--- src/rtl/ps2_char_source.sv ---
// ps2_char_source: receives PS/2 keyboard frames, decodes scan-set-2 make
// codes for A-Z / 0-9 into 6-bit character codes (A=0 .. Z=25, '1'=26 ..
// '9'=34, '0'=35) and offers them one at a time on a valid/ready handshake.
//
// Ports:
//   clk         system clock (100 MHz)
//   clr         asynchronous active-low reset
//   ps2_clk     raw PS/2 clock line (asynchronous)
//   ps2_data    raw PS/2 data line (asynchronous)
//   char_ready  consumer accepts char_code while char_valid is high
//   char_code   decoded character code
//   char_valid  char_code holds an unconsumed code
//   frame_err   one-cycle pulse on a bad or timed-out frame
//   overflow    one-cycle pulse when a decoded code is dropped
module ps2_char_source #(
    parameter int unsigned TIMEOUT_CYCLES = 100000,
    parameter int unsigned SYNC_STAGES    = 2
) (
    input  logic       clk,
    input  logic       clr,
    input  logic       ps2_clk,
    input  logic       ps2_data,
    input  logic       char_ready,
    output logic [5:0] char_code,
    output logic       char_valid,
    output logic       frame_err,
    output logic       overflow
);

    localparam int unsigned TW = $clog2(TIMEOUT_CYCLES + 1);
    localparam int unsigned BW = 4;

    typedef enum logic [1:0] {
        IDLE,
        BRK,
        EXT,
        EXT_BRK
    } state_t;

    logic [SYNC_STAGES-1:0] clk_sync;
    logic [SYNC_STAGES-1:0] data_sync;
    logic                   clk_prev;
    logic [9:0]             shreg,     shreg_nxt;
    logic [BW-1:0]          bit_cnt,   bit_nxt;
    logic [TW-1:0]          tmo_cnt,   tmo_nxt;
    state_t                 state,     state_nxt;
    logic [5:0]             code_nxt;
    logic                   valid_nxt, err_nxt, ovf_nxt;

    logic        clk_s, data_s, fall;
    logic [10:0] frame;
    logic [7:0]  rx_byte;
    logic        frame_ok, hit, emit;
    logic [5:0]  map_code;

    // Two-or-more flop synchronizers; lines idle high so they reset to 1
    always_ff @(posedge clk or negedge clr) begin
        if (!clr) begin
            clk_sync  <= '1;
            data_sync <= '1;
        end else begin
            clk_sync  <= {clk_sync[SYNC_STAGES-2:0], ps2_clk};
            data_sync <= {data_sync[SYNC_STAGES-2:0], ps2_data};
        end
    end

    assign clk_s  = clk_sync[SYNC_STAGES-1];
    assign data_s = data_sync[SYNC_STAGES-1];
    assign fall   = clk_prev & ~clk_s;

    // Full frame as seen on the 11th edge: live data bit is the stop bit
    assign frame    = {data_s, shreg};
    assign rx_byte  = frame[8:1];
    assign frame_ok = ~frame[0] & frame[10] & (^frame[9:1]);

    // Scan set 2 make code -> character code
    always_comb begin
        hit      = 1'b1;
        map_code = 6'd0;
        case (rx_byte)
            8'h1C: map_code = 6'd0;   8'h32: map_code = 6'd1;
            8'h21: map_code = 6'd2;   8'h23: map_code = 6'd3;
            8'h24: map_code = 6'd4;   8'h2B: map_code = 6'd5;
            8'h34: map_code = 6'd6;   8'h33: map_code = 6'd7;
            8'h43: map_code = 6'd8;   8'h3B: map_code = 6'd9;
            8'h42: map_code = 6'd10;  8'h4B: map_code = 6'd11;
            8'h3A: map_code = 6'd12;  8'h31: map_code = 6'd13;
            8'h44: map_code = 6'd14;  8'h4D: map_code = 6'd15;
            8'h15: map_code = 6'd16;  8'h2D: map_code = 6'd17;
            8'h1B: map_code = 6'd18;  8'h2C: map_code = 6'd19;
            8'h3C: map_code = 6'd20;  8'h2A: map_code = 6'd21;
            8'h1D: map_code = 6'd22;  8'h22: map_code = 6'd23;
            8'h35: map_code = 6'd24;  8'h1A: map_code = 6'd25;
            8'h16: map_code = 6'd26;  8'h1E: map_code = 6'd27;
            8'h26: map_code = 6'd28;  8'h25: map_code = 6'd29;
            8'h2E: map_code = 6'd30;  8'h36: map_code = 6'd31;
            8'h3D: map_code = 6'd32;  8'h3E: map_code = 6'd33;
            8'h46: map_code = 6'd34;  8'h45: map_code = 6'd35;
            default: hit = 1'b0;
        endcase
    end

    // Frame receive, timeout, decoder FSM and output handshake next-state
    always_comb begin
        state_nxt = state;
        shreg_nxt = shreg;
        bit_nxt   = bit_cnt;
        tmo_nxt   = tmo_cnt;
        code_nxt  = char_code;
        valid_nxt = char_valid & ~char_ready;
        err_nxt   = 1'b0;
        ovf_nxt   = 1'b0;
        emit      = 1'b0;

        if (fall) begin
            tmo_nxt   = '0;
            shreg_nxt = {data_s, shreg[9:1]};
            if (bit_cnt == BW'(10)) begin
                bit_nxt = '0;
                if (frame_ok) begin
                    case (state)
                        IDLE: begin
                            if (rx_byte == 8'hF0)      state_nxt = BRK;
                            else if (rx_byte == 8'hE0) state_nxt = EXT;
                            else                       emit      = hit;
                        end
                        EXT:     state_nxt = (rx_byte == 8'hF0) ? EXT_BRK : IDLE;
                        default: state_nxt = IDLE;
                    endcase
                end else begin
                    err_nxt = 1'b1;
                end
            end else begin
                bit_nxt = bit_cnt + BW'(1);
            end
        end else if (bit_cnt != '0) begin
            // Mid-frame with no edge: abort once the gap reaches the limit
            if (tmo_cnt == TW'(TIMEOUT_CYCLES - 1)) begin
                tmo_nxt = '0;
                bit_nxt = '0;
                err_nxt = 1'b1;
            end else begin
                tmo_nxt = tmo_cnt + TW'(1);
            end
        end else begin
            tmo_nxt = '0;
        end

        // A held, unaccepted code wins; the new one is dropped
        if (emit) begin
            if (char_valid && !char_ready) begin
                ovf_nxt = 1'b1;
            end else begin
                code_nxt  = map_code;
                valid_nxt = 1'b1;
            end
        end
    end

    // State and registered outputs
    always_ff @(posedge clk or negedge clr) begin
        if (!clr) begin
            clk_prev   <= 1'b1;
            shreg      <= '0;
            bit_cnt    <= '0;
            tmo_cnt    <= '0;
            state      <= IDLE;
            char_code  <= '0;
            char_valid <= 1'b0;
            frame_err  <= 1'b0;
            overflow   <= 1'b0;
        end else begin
            clk_prev   <= clk_s;
            shreg      <= shreg_nxt;
            bit_cnt    <= bit_nxt;
            tmo_cnt    <= tmo_nxt;
            state      <= state_nxt;
            char_code  <= code_nxt;
            char_valid <= valid_nxt;
            frame_err  <= err_nxt;
            overflow   <= ovf_nxt;
        end
    end

endmodule

--- config.mk ---
export PLATFORM = sky130hd
export DESIGN_NAME = ps2_char_source
export DESIGN_NICKNAME = d
export VERILOG_FILES = /design/src/rtl/ps2_char_source.sv
export SDC_FILE = /design/constraint.sdc
export NUM_CORES = 1
export LEC_CHECK = 0
export CAP_MARGIN = 40
export CORE_MARGIN = 2
export CORE_UTILIZATION = 60
export DETAILED_ROUTE_END_ITERATION = 8
export MAX_ROUTING_LAYER = met4
export PLACE_DENSITY = 0.8
export SLEW_MARGIN = 20
export SYNTH_ARGS = -nofsm -noshare
export SYNTH_HDL_FRONTEND = slang
export SYNTH_SLANG_ARGS = --single-unit
export TNS_END_PERCENT = 10
--- constraint.sdc ---
create_clock -name clk -period 2.78 [get_ports clk]
set_input_delay 0.278 -clock clk [delete_from_list [all_inputs] [get_ports clk]]
set_output_delay 0.278 -clock clk [all_outputs]
set_load 0.005 [all_outputs]
==> metrics.cfg <==
[run_status]
status=finished clean

[synthesis]
synth.area.top_cells=dfrtp_1 38%, ha_1 8.7%, nand2_1 7.0%, dfstp_2 4.8%, o21ai_0 4.8%
synth_fp_nets=320
synthCells=296
yosysTopAreaCellShare_pct=38.5
seq_area_frac_synth_pct=43.3
avgSynthCellArea_um2=9.23
synth_edf_count=0
synth_top_family_by_area=simple AND/OR/NAND/NOR gates
synth_mux_area_share_pct=3.71
ys.warnings.count=0
synthArstFlopShare_pct=100
synth-seq-cells=47
synth.cell_area_um2=2730
synth-simple-area-share_pct=21.7
synth_compound_area_share_pct=13.1
yosys.area_share.adder_pct=8.70
synth_xor_area_share_pct=6.96
synth_top_flop_cell=dfrtp_1
synth_top_cell_by_area=dfrtp_1
synthDistinctLibCells=43

[die]
num_rows=24
ios=14
chipWidth_um=71.5
die_y_um=71.5
dieArea_um2=5110
core_um2=4380
initial_core_util_pct=62.3

[sta]
whs_ns=0.359
setup_viol=0
fin_skew_ns=0.00948
worst_slack_ns=0.108
fmax_ghz=0.374
finalSetupTns_ns=0
maxSlewViolCount=0
worst_slew_pin_slew_ns=0.541
rsz0062_at_grt=no
slew_headroom_pct=63.9
finalCriticalPeriod_ns=2.67
post-route-period-util_pct=96.1
hold_viol=0

[power]
p_leak_uw=0.00136
irDropWorstVdd_mv=0.495
finalPower_uw=1910
power.density_nw_per_um2=622

[critical_path]
cp.required_ns=2.96
cp-startpoint=shreg[8]$_DFFE_PN0P_
startpoint_type=register
crit_fanout=6
r2r-start=shreg[8]$_DFFE_PN0P_
end_kind=register
crit_family=simple AND/OR/NAND/NOR gates
crit_chain=inv_1, ha_1, xnor3_1, xnor2_1, or4_4, nor3b_4, o31ai_4, mux2_4
worst_ep_arrival_time_ns=2.86
crit_slowest_cell=or4_4
critical-path-max-stage-delay_ns=0.56
path_buf_inv=1
critPathKind=reg -> reg

[route]
wirelength_mm=5.18
first_pass_iters=5
wire_per_inst_um=14.1
initialDrtViolationCount=157
via_count=2184
ant_nets=0
drc=0
viasPerCell=5.95

[global_routing]
use_met3_pct=5.49
first_global_vias=1994
top_usage_layer=met2
grt_pass1_wl_mm=9.04
grtUsageTotal_pct=22.8
grtUsageMet1_pct=32.0
grt.met2_usage_pct=32.9
antenna_found_initial=0
grt-ovfl-total=0
grt_max_degree=27

[clock_tree]
cts_resized=0
cts-root-buf=clkbuf_8
cts.sinks=47
clk_pin_slew_ns=0.08
cts_tree=done
cts_buffers=5
insertion_delay_ns=0.30
ctsLongestPathBuffers=2
cts_htree_levels=2

[place]
place_area_um2=2920
io_buffers=13
dpl_worst_slack_ns=0.106
place_hpwl_mm=3.62
place_congestion=0.957

[finish]
layout_commonest_cell=nand2_1
fin_area_um2=3080
final-seq-area_um2=1180
multiInputGateArea_um2=1480
fillCellCount=352
antenna_cells=0
final_nets=338
most-common-layout-cells=51 x nand2_1, 42 x dfrtp_1, 30 x nor2_1
area_growth_pct=12.6
drive_gt1_share_pct=10.5

[min_path]
min_from=data_sync[0]$_DFF_PN1_
hp-class=reg -> reg

[job]
max_cap_violations=0

==> worst reg2reg max path, stage by stage (launching register included) <==
cell and delay [ns]:
dfrtp_1 0.41, inv_1 0.12, ha_1 0.26, xnor3_1 0.35, xnor2_1 0.16, or4_4 0.56, nor3b_4 0.23, o31ai_4 0.16
mux2_4 0.32
==> power breakdown <==
| part | leakage (uW) | internal, uW | switching [uW] |
|---|---|---|---|
| Combinational | 0.000673 | 223 | 322 |
| Clock | 0.0000618 | 296 | 227 |
| Sequential | 0.000624 | 762 | 85.5 |
| Total | 0.00136 | 1280 | 634 |
==> cell families after synthesis <==
kind of cell             after synthesis
multiplexers                           7
AO/OA/AOI/OAI                         59
flip-flops                            47
adder cells (fa/ha/maj)               19
buffers and inverters                 19
AND/OR/NAND/NOR                      127
XOR/XNOR                              18
==> sequential cells by signal (all words and copies together) (netlist names) <==
signal      flops
clk_sync        2
char_code       6
bit_cnt         4
shreg          10
char_valid      1
tmo_cnt        17
overflow        1
state           2
frame_err       1
data_sync       2
clk_prev        1
==> synth_stat cells (4+ instances only) <==
cell type and count:
xnor2_1 5, nor2_1 30, mux2_4 6, a21oi_1 15, ha_1 19, dfstp_2 5
xor2_1 11, nor3_1 12, inv_1 10, o21ai_0 26, o22ai_1 4, nand4_1 4
clkbuf_1 9, dfrtp_1 42, nand2_1 51, nand3_1 10
==> path summary, 6_finish.rpt <==
| path | endpoint | slack (ns) | cells past startpoint |
|---|---|---|---|
| max | char_code[0]$_DFFE_PN0P_ | 0.11 | 8 |
| min | data_sync[1]$_DFF_PN1_ | 0.36 | 0 |
| max reg2reg | char_code[0]$_DFFE_PN0P_ | 0.11 | 8 |
| min reg2reg | data_sync[1]$_DFF_PN1_ | 0.36 | 0 |
| max in group asynchronous | clk_sync[0]$_DFF_PN1_ | 1.71 | 3 |
| min in group asynchronous | tmo_cnt[14]$_DFF_PN0_ | 0.48 | 2 |
==> layout make-up <==
class	count	area share, %
clock inverters	2	1.26
repair buffers	20	6.26
multi-input cells	230	48.0
clock buffers	6	2.68
flip-flops and latches	47	38.4
well taps	52	2.11
inverters	10	1.22
==> metal layers <==
metal | vias to the layer above | part of all wire (%)
met4 | 0 | 1.6
met5 | - | 0
met3 | 11 | 7.0
li1 | 1059 | -
met1 | 1024 | 47
met2 | 90 | 44
==> per-stage QoR <==
| stage | utilization (%) | cells |
|---|---|---|
| 2_1_floorplan | - | 296 |
| 3_3_place_gp | 66.0 | 353 |
| 3_5_place_dp | 66.5 | 354 |
| 4_1_cts | 69.5 | 363 |
| 5_1_grt | 70.2 | 367 |
| 6_report | 70.2 | 367 |
==> what timing repair did <==
item / in CTS / in global routing
setup endpoints to repair: 0 / 6
hold endpoints to repair: 21 / 0
buffers inserted: 0 / 4
hold buffers: 1 / 0
Power figures use the tool's default switching activity.
